<file path="src/rtl/ir_encoder_if.sv">
// Handshake/bus bundle between an IR frame source and ir_encoder.
// The master drives the code and trigger; the encoder (slave) drives the envelope and status.
interface ir_encoder_if #(
  parameter int NBITS = 32
);
  logic [NBITS-1:0] code_in;
  logic             trigger_in;
  logic             signal_out;
  logic             busy_out;
  logic             done_out;
  logic [2:0]       state_out;

  modport master (
    output code_in, trigger_in,
    input  signal_out, busy_out, done_out, state_out
  );

  modport slave (
    input  code_in, trigger_in,
    output signal_out, busy_out, done_out, state_out
  );
endinterface

</file>
<file path="src/rtl/ir_encoder.sv">
// Pulse-distance IR transmitter: serialises a code MSB first as sync burst/silence,
// per-bit burst plus short/long silence, and a stop burst. Output is active-low (idle high).
module ir_encoder #(
  parameter int SBD   = 900,
  parameter int SSD   = 450,
  parameter int BBD   = 60,
  parameter int BSD0  = 60,
  parameter int BSD1  = 160,
  parameter int NBITS = 32
) (
  input  logic        clk_in,
  input  logic        rst_in,
  ir_encoder_if.slave bus
);

  localparam int MAX_AB = (SBD > SSD) ? SBD : SSD;
  localparam int MAX_CD = (BBD > BSD0) ? BBD : BSD0;
  localparam int MAX_AD = (MAX_AB > MAX_CD) ? MAX_AB : MAX_CD;
  localparam int MAXD   = (MAX_AD > BSD1) ? MAX_AD : BSD1;
  localparam int CNT_W  = $clog2(MAXD) + 1;
  localparam int IDX_W  = $clog2(NBITS) + 1;

  if (SBD < 1 || SSD < 1 || BBD < 1 || BSD0 < 1 || BSD1 < 1) begin : g_bad_duration
    $error("ir_encoder: every duration parameter must be >= 1");
  end

  typedef enum logic [2:0] {
    IDLE       = 3'd0,
    SYNC_BURST = 3'd1,
    SYNC_SIL   = 3'd2,
    BIT_BURST  = 3'd3,
    BIT_SIL    = 3'd4,
    STOP_BURST = 3'd5
  } state_t;

  state_t             state_q, state_d;
  logic [NBITS-1:0]   shift_q, shift_d;
  logic [IDX_W-1:0]   idx_q, idx_d;
  logic [CNT_W-1:0]   cnt_q, cnt_d;
  logic               signal_q, signal_d;
  logic               busy_q, busy_d;
  logic               done_q, done_d;
  logic [CNT_W-1:0]   last_cnt;
  logic               at_end;

  // Terminal count of the current segment; the silence length depends on the bit being sent.
  always_comb begin
    last_cnt = '0;
    case (state_q)
      SYNC_BURST: last_cnt = CNT_W'(SBD - 1);
      SYNC_SIL:   last_cnt = CNT_W'(SSD - 1);
      BIT_BURST:  last_cnt = CNT_W'(BBD - 1);
      BIT_SIL:    last_cnt = shift_q[NBITS-1] ? CNT_W'(BSD1 - 1) : CNT_W'(BSD0 - 1);
      STOP_BURST: last_cnt = CNT_W'(BBD - 1);
      default:    last_cnt = '0;
    endcase
    at_end = (cnt_q == last_cnt);
  end

  always_comb begin
    state_d = state_q;
    shift_d = shift_q;
    idx_d   = idx_q;
    cnt_d   = cnt_q + CNT_W'(1);
    done_d  = 1'b0;
    case (state_q)
      IDLE: begin
        cnt_d = '0;
        if (bus.trigger_in) begin
          shift_d = bus.code_in;
          idx_d   = '0;
          state_d = SYNC_BURST;
        end
      end
      SYNC_BURST: if (at_end) state_d = SYNC_SIL;
      SYNC_SIL:   if (at_end) state_d = BIT_BURST;
      BIT_BURST:  if (at_end) state_d = BIT_SIL;
      BIT_SIL: begin
        if (at_end) begin
          shift_d = shift_q << 1;
          idx_d   = idx_q + IDX_W'(1);
          state_d = (idx_d == IDX_W'(NBITS)) ? STOP_BURST : BIT_BURST;
        end
      end
      STOP_BURST: begin
        if (at_end) begin
          state_d = IDLE;
          done_d  = 1'b1;
        end
      end
      default: state_d = IDLE;
    endcase
    if (state_d != state_q) cnt_d = '0;
    // Outputs are decoded from the next state so they leave the flops aligned with it.
    signal_d = !(state_d == SYNC_BURST || state_d == BIT_BURST || state_d == STOP_BURST);
    busy_d   = (state_d != IDLE);
  end

  always_ff @(posedge clk_in) begin
    if (!rst_in) begin
      state_q  <= IDLE;
      shift_q  <= '0;
      idx_q    <= '0;
      cnt_q    <= '0;
      signal_q <= 1'b1;
      busy_q   <= 1'b0;
      done_q   <= 1'b0;
    end else begin
      state_q  <= state_d;
      shift_q  <= shift_d;
      idx_q    <= idx_d;
      cnt_q    <= cnt_d;
      signal_q <= signal_d;
      busy_q   <= busy_d;
      done_q   <= done_d;
    end
  end

  assign bus.signal_out = signal_q;
  assign bus.busy_out   = busy_q;
  assign bus.done_out   = done_q;
  assign bus.state_out  = state_q;

endmodule
</file>
<file path="src/flat_wrapper.sv">
// flat-port wrapper written by rule: the top's interface ports become plain ports
module ir_encoder_flat 
#(
  parameter int SBD   = 900,
  parameter int SSD   = 450,
  parameter int BBD   = 60,
  parameter int BSD0  = 60,
  parameter int BSD1  = 160,
  parameter int NBITS = 32
)
  (clk_in, rst_in, bus_code_in, bus_trigger_in, bus_signal_out, bus_busy_out, bus_done_out, bus_state_out);
  ir_encoder_if #(.NBITS(NBITS)) bus_i ();
  input  logic clk_in;
  input  logic rst_in;
  input wire logic [$bits(bus_i.code_in)-1:0] bus_code_in;
  input wire logic [$bits(bus_i.trigger_in)-1:0] bus_trigger_in;
  output wire logic [$bits(bus_i.signal_out)-1:0] bus_signal_out;
  output wire logic [$bits(bus_i.busy_out)-1:0] bus_busy_out;
  output wire logic [$bits(bus_i.done_out)-1:0] bus_done_out;
  output wire logic [$bits(bus_i.state_out)-1:0] bus_state_out;
  assign bus_i.code_in = bus_code_in;
  assign bus_i.trigger_in = bus_trigger_in;
  assign bus_signal_out = bus_i.signal_out;
  assign bus_busy_out = bus_i.busy_out;
  assign bus_done_out = bus_i.done_out;
  assign bus_state_out = bus_i.state_out;
  ir_encoder #(.SBD(SBD), .SSD(SSD), .BBD(BBD), .BSD0(BSD0), .BSD1(BSD1), .NBITS(NBITS)) u_core (.clk_in(clk_in), .rst_in(rst_in), .bus(bus_i));
endmodule
</file>
<file path="config.mk">
export PLATFORM = sky130hd
export DESIGN_NAME = ir_encoder_flat
export DESIGN_NICKNAME = d
export VERILOG_FILES = /design/src/rtl/ir_encoder_if.sv /design/src/rtl/ir_encoder.sv /design/src/flat_wrapper.sv
export SDC_FILE = /design/constraint.sdc
export NUM_CORES = 1
export LEC_CHECK = 0
export ABC_AREA = 1
export BUFFER_PORTS_ARGS = -buffer_cell sky130_fd_sc_hd__buf_2
export CAP_MARGIN = 10
export CORE_AREA = 2 2 71 90
export DETAILED_ROUTE_END_ITERATION = 16
export DIE_AREA = 0 0 73 92
export PLACE_DENSITY = 0.83
export SYNTH_ARGS = -nofsm -noshare
export SYNTH_HDL_FRONTEND = slang
export SYNTH_SLANG_ARGS = --single-unit
</file>
<file path="constraint.sdc">
create_clock -name clk_in -period 2 [get_ports clk_in]
set_clock_uncertainty 0.1 [all_clocks]
set_input_delay 0.1 -clock clk_in [delete_from_list [all_inputs] [get_ports clk_in]]
set_output_delay 0.1 -clock clk_in [all_outputs]
set_load 0.05 [all_outputs]
</file>
* After elaboration in Yosys (flattened, before gate mapping)
Cells that the tools add are included.
** Storage, ports and cells
- Register bits after elaboration :: 55
- Bits of input ports :: 35
- Output and inout bits :: 6
- Logic and storage cells :: 50
** Operators by class
- Add/sub/neg operators :: 2
- Equal/unequal tests :: 13
- Muxes and demuxes :: 17
- Bitwise gates (word level) :: 1
- Reduce and logical (&&, ||, !) cells :: 10
** Operators by type and width (number)
- 32-bit two-way mux :: 2
- 32-bit case mux with 2 select lines :: 1
- 11-bit case mux with 4 select lines :: 1
- 3-bit two-way mux :: 7
- 3-bit case mux with 6 select lines :: 1
- 6-bit two-way mux :: 2
- 6-bit case mux with 2 select lines :: 1
- 11-bit by 1-bit adder with 11-bit output, second input constant :: 1
- 11-bit equality test :: 1
- 3-bit by 2-bit equality test with 1-bit output, second input constant :: 3
- 3-bit equality test, second input constant :: 3
- 8-bit two-way mux :: 1
- 6-bit by 1-bit adder with 6-bit output, second input constant :: 1
- 3-bit by 1-bit equality test with 1-bit output, second input constant :: 2
- 6-bit equality test, second input constant :: 1
- 3-bit logical NOT :: 1
- 3-bit != test :: 1
- 3-bit AND reduction :: 1
- 3-bit nonzero test :: 1
- 3-bit OR reduction :: 1
- 1-bit logical OR :: 2
- 2-bit by 1-bit != test with 1-bit output, second input constant :: 1
- 2-bit != test, second input constant :: 1
- 2-bit AND reduction :: 1
- other kinds (5) :: 5

* Logic depth before layout (Yosys ltp)
Gate-level depths: netlist of run 1.
- Word-level depth :: 10
- Mapped depth :: 18
- Gate-level depth less buffers :: 16

* Worst setup path before layout of run 1
No wires, ideal clock.
- Path type :: register -> register
- Start :: reg u_core.state_q[2], in the netlist u_core.bus.state_out[2]
- End :: reg u_core.cnt_q[4]
- Arrival time :: 2.073 ns
- Setup slack :: -0.291 ns
- Stages on the path, launching flop included :: 18
- Path buffers :: 2
- Cells stage by stage :: dfxtp_1 > buf_6 > nor2_2 > nand2_2 > nand2_1 > nand2_1 > nand2_1 > nor2_1 > nand2_1 > nor2_4 > nand3_1 > nand3_2 > nand2_1 > nand2_1 > nand2_1 > nand2_1 > buf_6 > nor2_2
** Between the ends
- Word-level cells in the longest chain between the ends :: 8
** RTL lines
- start, declared :: RTL line ir_encoder.sv:36 : state_t state_q, state_d;
- start signal, assigned :: RTL line ir_encoder.sv:109 : state_q <= state_d;
- 3-bit by 2-bit equality test with 1-bit output / 3-bit equality test (equally long branches) :: RTL line ir_encoder.sv:49, ir_encoder.sv:66
- 2-bit OR reduction (no line)
- 11-bit case mux with 4 select lines :: RTL line ir_encoder.sv:49 : case (state_q)
- 11-bit equality test :: RTL line ir_encoder.sv:57 : at_end = (cnt_q == last_cnt);
- 3-bit two-way mux, on equally long branches
- 3-bit case mux with 6 select lines :: RTL line ir_encoder.sv:66 : case (state_q)
- 3-bit != test :: RTL line ir_encoder.sv:93 : if (state_d != state_q) cnt_d = '0;
- 3-bit OR reduction (no line) (*)
- end signal, assigned :: RTL line ir_encoder.sv:112 : cnt_q <= cnt_d;
- end, declared :: RTL line ir_encoder.sv:39 : logic [CNT_W-1:0] cnt_q, cnt_d;
Mark *: on every way between the ends. The rest lies on a longest branch, timed or not.
A chain may end at the register's enable or synchronous reset.

* Final worst setup path of run 1
- Start :: reg u_core.idx_q[1]
- End :: reg u_core.cnt_q[10]
** Between the ends
- Word-level cells in the longest chain between the ends :: 7
** RTL lines
- start, declared :: RTL line ir_encoder.sv:38 : logic [IDX_W-1:0] idx_q, idx_d;
- start signal, assigned :: RTL line ir_encoder.sv:111 : idx_q <= idx_d;
- 6-bit by 1-bit adder with 6-bit output :: RTL line ir_encoder.sv:81 : idx_d = idx_q + IDX_W'(1);
- 6-bit equality test :: RTL line ir_encoder.sv:82 : state_d = (idx_d == IDX_W'(NBITS)) ? STOP_BURST : BIT_BURST;
- 3-bit two-way mux :: RTL line ir_encoder.sv:82
- 3-bit two-way mux :: RTL line ir_encoder.sv:79 : if (at_end) begin
- 3-bit case mux with 6 select lines :: RTL line ir_encoder.sv:66
- 3-bit != test :: RTL line ir_encoder.sv:93
- 3-bit OR reduction (no line)
Every way passes these cells.

==> results of run 1 <==
[final cells by class]
type,instances,area (um2),share of cell area (%)
multi-input combinational,300,1670,40.1
sequential,55,1110,26.7
timing repair buffer,121,1070,25.7
inverter,33,131,3.15
tap,68,85.1,2.04
clock buffer,5,68.8,1.65
clock inverter,3,26.3,0.630
[per-stage QoR]
stage	instance area, um2	total power (W)
2_1_floorplan	2900	0.00259
3_3_place_gp	3330	0.00302
3_5_place_dp	3330	0.00307
4_1_cts	3860	0.00395
5_1_grt	4170	0.00471
6_report	4170	0.00448
[logic make-up after synthesis]
kind of cell,Yosys count,share of synthesized area [%]
AO/OA/AOI/OAI,79,15.3
XOR/XNOR,11,3.38
adder cells (fa/ha/maj),2,0.879
buffers and inverters,54,8.57
flip-flops,55,38.7
AND/OR/NAND/NOR,208,33.1
[routing by layer]
| layer | vias up | GRT usage, % |
|---|---|---|
| met5 | - | 0 |
| met4 | 0 | 10.2 |
| met3 | 44 | 3.63 |
| met2 | 172 | 41.1 |
| met1 | 1524 | 28.4 |
| li1 | 1573 | - |
[power breakdown]
group          switching [W]  total [W]  internal [W]
sequential          0.000200    0.00152       0.00132
clock               0.000408   0.000667      0.000259
combinational        0.00124    0.00230       0.00106
total                0.00185    0.00448       0.00264
[flip-flops by register name (all words and copies together) (netlist names)]
name / flops
u_core.idx_q: 6
u_core.bus.signal_out: 1
u_core.shift_q: 32
u_core.bus.busy_out: 1
u_core.bus.state_out: 3
u_core.cnt_q: 11
u_core.bus.done_out: 1
[how the worst max path moves through the flow]
stage	cells after the start	slack [ns]	end
final	15	-0.27	u_core.cnt_q[10]$_SDFF_PP0_
after floorplan	16	0.003	u_core.cnt_q[4]$_SDFF_PP0_
after detailed placement	12	-0.15	u_core.shift_q[8]$_SDFFE_PN0P_
after CTS	13	-0.06	u_core.shift_q[8]$_SDFFE_PN0P_
after global routing	15	-0.44	u_core.cnt_q[8]$_SDFF_PP0_
after global placement	12	-0.08	u_core.idx_q[2]$_SDFFE_PN0P_
[worst register-to-register path: cells and delay by family (launching register included)]
family,cells,cell delay [ns]
adder cells (fa/ha/maj),1,0.19
flip-flops,1,0.39
buffers and inverters,2,0.22
XOR/XNOR,1,0.15
AND/OR/NAND/NOR,11,1.16
[cell usage in the layout (no fill, tap or decap), types with 4 or more instances in the layout]
| master | n |
|---|---|
| nand2_2 | 8 |
| o21ai_1 | 21 |
| o21ai_2 | 15 |
| xor2_1 | 8 |
| clkbuf_16 | 5 |
| dlygate4sd3_1 | 33 |
| nor2_1 | 16 |
| a31oi_1 | 30 |
| nand2_1 | 113 |
| buf_6 | 5 |
| clkbuf_8 | 5 |
| nor2_4 | 7 |
| nor3_1 | 4 |
| o21ai_0 | 5 |
| nand3_1 | 23 |
| buf_4 | 32 |
| nand3_2 | 8 |
| nand4_1 | 6 |
| buf_2 | 40 |
| inv_1 | 29 |
| dfxtp_1 | 51 |
| nor2_2 | 14 |
| nand2_4 | 6 |
| buf_12 | 6 |
| a21oi_1 | 6 |
[repair_timing]
item | 4_1_cts | 5_1_grt
hold buffers | 33 | 0
hold endpoints to repair | 32 | 0
resized for setup | 13 | 35
cloned | 0 | 7
setup buffers | 8 | 6
setup endpoints to repair | 50 | 52
pin swaps | 3 | 12
==> flow_summary.json, run 1 <==
{
  "p_leak_nw": 1.86,
  "chipWidth_um": 73,
  "die_area_um2": 6720,
  "setup_viol": 50,
  "syn2layout_area_growth_pct": 46.5,
  "synth_cells": 409,
  "syn-num-nets": 446,
  "io_buffers": 40,
  "timing.rr.start": "u_core.idx_q[1]$_SDFFE_PN0P_",
  "min_to": "u_core.bus.state_out[1]$_SDFF_PN0_",
  "viasPerCell": 5.66,
  "finalHoldViolCount": 0,
  "status": "finished with violations",
  "insertion_delay_ns": 0.32,
  "finish.utilization_pct": 69.9,
  "fmax_ghz": 0.441,
  "diodes": 0,
  "ys_types": 27,
  "grtUsageTotal_pct": 23.8,
  "synth_common_cells": "122 x nand2_1, 55 x dfxtp_1, 34 x o21ai_1, 31 x a31oi_1, 31 x inv_1",
  "ys_warn_count": 0,
  "cp.arrival_ns": 2.43,
  "place_ws_ns": -0.151,
  "place_hpwl_mm": 4.62,
  "root_buffer": "clkbuf_8",
  "dp.cells": 524,
  "cts.sink_count": 55,
  "first_iter_violations": 376,
  "grt_max_degree": 39,
  "worstPathRequired_ns": 2.17,
  "ys_seq_area_share_pct": 38.7,
  "wl_met2_mm": 5.00,
  "grt_overflow": 0,
  "num_rows": 32,
  "initial_core_util_pct": 47.7,
  "drv_slew": 0,
  "htreeDepth": 2,
  "path_cells": "ha_1 > nand2_1 > nor2_1 > xnor2_1 > nand2_1 > nor2_1 > nand2_1 > nand3_1 > nand2_1 > nand4_1 > nand2_1 > inv_1 > nand2_2 > buf_12 > nor2_2",
  "worstSetupPathType": "reg2reg",
  "crit_start": "u_core.idx_q[1]$_SDFFE_PN0P_",
  "violations": "setup timing",
  "reg2reg_slack_ns": -0.27,
  "ys_ff_latch": 55,
  "fin_crit_ns": 2.27,
  "num_vias": 3313,
  "fillers": 398,
  "clock_path_buffers": 2,
  "critical-path-top-delay-family": "simple AND/OR/NAND/NOR gates",
  "async_flop_share_pct": 0,
  "worst_slack_ns": -0.267,
  "rsz0062_at_grt": "true",
  "cp_max_fo": 11,
  "synth_top_cell_by_area": "dfxtp_1",
  "ys.flop_type": "dfxtp_1",
  "maxCapViolations": 0,
  "routed.top_layer": "met4",
  "first_pass_iters": 5,
  "worst_pin_slew_ns": 0.469,
  "critPathCaptureType": "flop",
  "met3_length_um": 559,
  "hold_path_class": "in2reg",
  "grt_pass1_vias": 2912,
  "grt_pass1_wl_mm": 12.8,
  "hp-start": "rst_in",
  "fin_crit_sh_pct": 113,
  "yosys-top-cells-area": "dfxtp_1 39%, nand2_1 16%, a31oi_1 6.8%",
  "io_pins": 41,
  "numCtsBuffers": 5,
  "irDropWorstVdd_mv": 0.731,
  "critPathBufInv": 2,
  "drtAntennaViolNets": 0,
  "post-synth-top-count-cell": "nand2_1",
  "m1WireLength_mm": 3.43,
  "final_layout_size_suffix_gt1_share_pct": 31.7,
  "die-height_um": 92,
  "synthesis.area_um2": 2850,
  "cp-start-kind": "flop",
  "relSlewSlack_pct": 68.4,
  "final_cell_count_no_fill": 585,
  "wl_mm": 9.34,
  "antenna_found_initial": 0,
  "tns_ns": -7.96,
  "reg2regPathDepth": 15,
  "crit_path_frequent_cell": "nand2_1",
  "cts_tree": "built",
  "critical_path.max_stage_delay_ns": 0.39,
  "crit_slowest_cell": "dfxtp_1",
  "gp_congestion": 0.962,
  "min_path_cells": 3,
  "core_area_um2": 5970,
  "worstReg2RegEnd": "u_core.cnt_q[10]$_SDFF_PP0_",
  "holdWs_ns": 0.106,
  "syn_avg_cell_area_um2": 6.96,
  "wire_per_inst_um": 16.0,
  "synth_edf_count": 0,
  "nets": 553,
  "clk_pin_slew_worst_paths_ns": 0.12,
  "yosys.area.top_type_share_pct": 38.7,
  "p_per_area_nw_per_um2": 1080,
  "drc": 0
}
(Power assumes the default switching activity.)
==> run 2, diff against run 1 <==
Settings changed: ABC_AREA 1 to unset, CORE_AREA 2 2 71 90 to 2 2 72 91, DIE_AREA 0 0 73 92 to 0 0 74 93.
==> run 2 against run 1 <==
Compared with the run above:
- the flow still finishes with violations (setup timing)
- die area is 2.5% higher
- total power down 16%
- combinational power decreased by 25%
- sequential power shrank 5%
- final area down 11%
- worst hold slack got worse by 0.070 ns
- clock power down 8.7%
- first-iteration DRC count decreased by 51%
- global-route usage decreased by 3.7 points
- synthesized cell count fell by 20%
- maximum frequency shrank 9.4%
- critical endpoint is now u_core.idx_q[2]$_SDFFE_PN0P_
==> flow_summary.json, run 2 <==
{
  "status": "finished with violations",
  "violations": "setup timing",
  "relSlewSlack_pct": 68.6,
  "insertion_delay_ns": 0.30,
  "timing.rr.start": "u_core.bus.state_out[1]$_SDFF_PN0_",
  "syn-num-nets": 366,
  "largest-register": "u_core.shift_q",
  "ys_ff_latch": 55,
  "grtUsageTotal_pct": 20.1,
  "hold_path_class": "in2reg",
  "num_rows": 32,
  "worst_slack_ns": -0.502,
  "rsz0062_at_grt": "true",
  "irDropWorstVdd_mv": 0.726,
  "fillers": 490,
  "synth_common_cells": "55 x dfxtp_1, 44 x nand2_1, 35 x mux2i_1, 31 x o211a_1, 22 x nor2_1",
  "ys_seq_area_share_pct": 37.4,
  "htreeDepth": 2,
  "die_area_um2": 6880,
  "tns_ns": -22.59,
  "nets": 432,
  "grt_pass1_wl_mm": 11.2,
  "post-synth-top-count-cell": "dfxtp_1",
  "drc": 0,
  "place_hpwl_mm": 4.59,
  "viasPerCell": 5.58,
  "mostFrequentLayoutCells": "51 x dfxtp_1, 44 x nand2_1, 40 x buf_2",
  "cts.sink_count": 55,
  "maxCapViolations": 0,
  "place_ws_ns": -0.506,
  "critPathCaptureType": "flop",
  "synth_edf_count": 0,
  "grt_overflow": 0,
  "core_area_um2": 6050,
  "drv_slew": 0,
  "chipWidth_um": 74,
  "cp_max_fo": 27,
  "drtAntennaViolNets": 0,
  "first_pass_iters": 4,
  "crit_start": "u_core.bus.state_out[1]$_SDFF_PN0_",
  "worst_pin_slew_ns": 0.471,
  "fin_crit_sh_pct": 125,
  "yosys-top-cells-area": "dfxtp_1 37%, mux2i_1 12%, o211a_1 11%",
  "cp-start-kind": "flop",
  "clock_path_buffers": 2,
  "fin_crit_ns": 2.50,
  "multiInputGateArea_um2": 1810,
  "num_vias": 2684,
  "largest_reg_flops": 32,
  "regArea_um2": 1110,
  "p_per_area_nw_per_um2": 1020,
  "layout_commonest_cell": "dfxtp_1",
  "io_pins": 41,
  "final_layout_size_suffix_gt1_share_pct": 30.6,
  "io_buffers": 40,
  "ys_types": 51,
  "hp-start": "bus_code_in[3]",
  "first_iter_violations": 186,
  "gp_congestion": 0.867,
  "setup_viol": 55,
  "diodes": 0,
  "grt_pass1_vias": 2510,
  "synthesis.area_um2": 2940,
  "worstSetupPathType": "reg2reg",
  "root_buffer": "clkbuf_8",
  "ys_warn_count": 0,
  "reg_top3": "u_core.shift_q x32, u_core.cnt_q x11, u_core.idx_q x6",
  "wire_per_inst_um": 14.9,
  "synth_cells": 329,
  "fmax_ghz": 0.400,
  "syn2layout_area_growth_pct": 26.2,
  "die-height_um": 93,
  "ys.flop_type": "dfxtp_1",
  "grt_max_degree": 54,
  "cts_tree": "built",
  "numCtsBuffers": 5,
  "wl_mm": 7.15,
  "synth_top_cell_by_area": "dfxtp_1",
  "cp.arrival_ns": 2.60,
  "finalHoldViolCount": 0,
  "antenna_found_initial": 0,
  "worstPathRequired_ns": 2.10,
  "cts_hold_buf": 0,
  "p_leak_nw": 1.73,
  "initial_core_util_pct": 48.6,
  "syn_avg_cell_area_um2": 8.94,
  "async_flop_share_pct": 0,
  "clk_pin_slew_worst_paths_ns": 0.10,
  "yosys.area.top_type_share_pct": 37.4
}
-- run 2: cell types whose count changed in the layout (fill, tap and decap cells not counted), moves of 14 or more --
cell	delta
o21ai_1	-21
dlygate4sd3_1	-33
nor2_2	-14
inv_1	-24
mux2i_1	+35
a31oi_1	-30
nand2_1	-69
o21ai_2	-14
o211a_1	+31
-- run 2: routing by layer --
| metal | track usage [%] | share of wire (%) | up-vias |
|---|---|---|---|
| met1 | 25.9 | 40 | 1271 |
| met4 | 8.79 | 2.2 | 0 |
| li1 | - | - | 1309 |
| met5 | 0 | 0 | - |
| met2 | 33.0 | 53 | 90 |
| met3 | 2.69 | 4.8 | 14 |
-- run 2: power breakdown --
group	total, W	internal [W]	switching, W
Sequential	0.00145	0.00132	0.000126
Clock	0.000609	0.000247	0.000362
Combinational	0.00172	0.000783	0.000932
-- run 2: per-stage QoR --
step,instances,hold WS [ns],instance area (um2),util [%],total power (W)
after global routing,481,0.0329,3710,61.4,0.00397
after CTS,477,0.0224,3610,59.6,0.00362
final,481,0.0359,3710,61.4,0.00377
after global placement,468,0.344,3480,57.6,0.00286
after floorplan,329,0.253,2980,-,0.00246
after detailed placement,468,0.352,3480,57.6,0.00293
-- run 2: cell families (layout without fill, tap and decap cells) --
family,after synthesis,count (layout),synth area share (%)
AND/OR/NAND/NOR,125,125,22.3
AO/OA/AOI/OAI,70,70,19.7
flip-flops,55,55,37.4
multiplexers,35,35,11.9
buffers and inverters,30,97,4.17
XOR/XNOR,12,12,3.57
adder cells (fa/ha/maj),2,2,0.851
-- run 2: critical path: stages, from the launching register on --
cell and delay, ns:
dfxtp_4 0.37, buf_4 0.18, or4_4 0.53, a211oi_2 0.31, nand4bb_4 0.17, o21ai_4 0.20
buf_4 0.14, buf_12 0.16, a21oi_1 0.07, o21bai_1 0.15
-- run 2: worst paths after layout --
kind / cells past startpoint / slack, ns / to
worst min-delay path: 4 / 0.04 / u_core.shift_q[3]$_SDFFE_PN0P_
worst max register to register: 9 / -0.50 / u_core.idx_q[2]$_SDFFE_PN0P_
worst max-delay path: 9 / -0.50 / u_core.idx_q[2]$_SDFFE_PN0P_
worst min register to register: 1 / 0.41 / u_core.shift_q[9]$_SDFFE_PN0P_
-- run 2: layout make-up --
type,count,area share (%)
Tap cell,85,2.87
Clock inverter,3,0.506
Clock buffer,5,1.85
Timing Repair Buffer,84,15.5
Inverter,5,0.506
Sequential cell,55,30.0
Multi-Input combinational cell,244,48.7
-- run 2: what timing repair did --
item / in CTS / in global routing
setup endpoints to repair: 55 / 55
pin swaps: 7 / 6
gates cloned: 0 / 2
endpoints found under the hold margin: 0 / 0
buffers inserted: 1 / 2
resized for setup: 9 / 13
==> run 3, diff against run 2 <==
Settings changed: PLACE_DENSITY 0.83 to 0.81.
Clock period 2 ns to 2.4 ns, I/O delays scaled along.
==> run 3 against run 2 <==
Compared with the run above:
- the run still ends with setup timing left
- final area down 0.47%
- non-clock buffer count is 6 lower
- first-iteration DRC count down 47%
- combinational power down 18%
- largest power group unchanged
- utilization fell by 0.29 points
- maximum frequency is 0.87% lower
==> flow_summary.json, run 3 (synthesized netlist as in run 2, its figures left out) <==
{
  "routed.top_layer": "met4",
  "diodes": 0,
  "largest-register": "u_core.shift_q",
  "die_area_um2": 6880,
  "hold_path_class": "in2reg",
  "nets": 426,
  "cp_max_fo": 5,
  "crit_slowest_cell": "or4_4",
  "grt_overflow": 0,
  "multiInputGateArea_um2": 1770,
  "final_cell_count_no_fill": 475,
  "cts.sink_count": 55,
  "io_buffers": 40,
  "final_layout_size_suffix_gt1_share_pct": 27.7,
  "irDropWorstVdd_mv": 0.629,
  "grt_pass1_wl_mm": 11.0,
  "status": "finished with violations",
  "drc": 0,
  "layout_commonest_cell": "dfxtp_1",
  "numCtsBuffers": 5,
  "grt_max_degree": 31,
  "root_buffer": "clkbuf_8",
  "clock_path_buffers": 2,
  "clk_pin_slew_worst_paths_ns": 0.10,
  "cts_tree": "built",
  "violations": "setup timing",
  "grtUsageTotal_pct": 20.0,
  "drv_slew": 0,
  "critical_path.max_stage_delay_ns": 0.53,
  "worst_pin_slew_ns": 0.494,
  "worstPathRequired_ns": 2.53,
  "wl_mm": 6.73,
  "fmax_ghz": 0.396,
  "holdWs_ns": 0.0439,
  "dpl_cell_area_um2": 3440,
  "path_cells": "or4_4 > a211oi_2 > nor3_1 > or3_4 > buf_6 > nor2_2 > nand4_1 > o31ai_1",
  "dp.cells": 459,
  "reg_top3": "u_core.shift_q x32, u_core.cnt_q x11, u_core.idx_q x6",
  "m1WireLength_mm": 2.84,
  "relSlewSlack_pct": 67.1,
  "wl_met2_mm": 3.47,
  "met3_length_um": 203,
  "finish.utilization_pct": 61.1,
  "drtAntennaViolNets": 0,
  "fin_crit_ns": 2.52,
  "place_hpwl_mm": 4.58,
  "num_vias": 2609,
  "syn2layout_area_growth_pct": 25.6,
  "finalHoldViolCount": 0,
  "p_per_area_nw_per_um2": 851,
  "wire_per_inst_um": 14.2,
  "io_pins": 41,
  "insertion_delay_ns": 0.31,
  "p_leak_nw": 1.70,
  "first_pass_iters": 4,
  "fin_crit_sh_pct": 105,
  "mostFrequentLayoutCells": "51 x dfxtp_1, 44 x nand2_1, 40 x buf_2",
  "cp-start-kind": "flop",
  "rsz0062_at_grt": "true",
  "regArea_um2": 1110,
  "htreeDepth": 2,
  "num_rows": 32,
  "cp.arrival_ns": 2.66,
  "critPathCaptureType": "flop",
  "core_area_um2": 6050,
  "maxCapViolations": 0,
  "fillers": 501,
  "largest_reg_flops": 32,
  "die-height_um": 93,
  "design_area_um2": 3690,
  "gp_congestion": 0.915,
  "worstSetupPathType": "reg2reg",
  "first_iter_violations": 99,
  "chipWidth_um": 74,
  "worst_slack_ns": -0.124,
  "antenna_found_initial": 0,
  "setup_viol": 35,
  "viasPerCell": 5.49,
  "initial_core_util_pct": 48.6,
  "grt_pass1_vias": 2514
}
run 3: cell types whose count changed in the layout (fill, tap and decap cells not counted), sizes merged:
| cell | previous run | this run |
|---|---|---|
| clkinvlp | 0 | 1 |
| clkinv | 2 | 1 |
| buf | 83 | 77 |
run 3: what timing repair did:
action / CTS / global route
pin swaps: 9 / 5
setup buffers: 2 / 4
hold buffers: 0 / 0
endpoints found under the setup margin: 49 / 52
gates resized for setup: 6 / 7
gates cloned: 1 / 1
run 3: area by class of cell:
class	instances	area share (%)
tap	85	2.88
timing repair buffer	78	16.1
sequential	55	30.2
clock inverter	3	0.508
multi-input combinational	244	47.9
clock buffer	5	1.86
inverter	5	0.508
run 3: worst paths after layout:
kind	cells past startpoint	endpoint	slack, ns	from
worst min-delay path	4	u_core.shift_q[4]$_SDFFE_PN0P_	0.04	bus_code_in[4]
worst max-delay path	8	u_core.idx_q[4]$_SDFFE_PN0P_	-0.12	u_core.bus.state_out[1]$_SDFF_PN0_
worst max register to register	8	u_core.idx_q[4]$_SDFFE_PN0P_	-0.12	u_core.bus.state_out[1]$_SDFF_PN0_
worst min register to register	1	u_core.shift_q[29]$_SDFFE_PN0P_	0.41	u_core.shift_q[29]$_SDFFE_PN0P_
run 3: metrics by stage:
stage,worst slack (ns),setup TNS [ns],total power (W)
after floorplan,-0.0968,-0.0968,0.00204
after global placement,-0.0762,-0.459,0.00241
after detailed placement,-0.150,-2.69,0.00245
after CTS,-0.119,-2.94,0.00306
after global routing,-0.240,-5.11,0.00332
final,-0.124,-1.14,0.00314
run 3: power breakdown:
| group | switching [W] | total, W | internal (W) |
|---|---|---|---|
| clock | 0.000310 | 0.000515 | 0.000205 |
| combinational | 0.000704 | 0.00141 | 0.000705 |
| sequential | 0.000117 | 0.00122 | 0.00110 |
| total | 0.00113 | 0.00314 | 0.00201 |
run 3: worst max-delay path: cells and delay by family, from the launching register on:
family	cells	cell delay [ns]
AO/OA/AOI/OAI	2	0.51
buffers and inverters	1	0.14
flip-flops	1	0.37
AND/OR/NAND/NOR	5	1.33
run 3: layer usage:
metal	up-vias	GRT usage, %
met3	15	3.56
met1	1259	22.7
met4	0	8.64
met2	43	35.8
met5	-	0
li1	1292	-
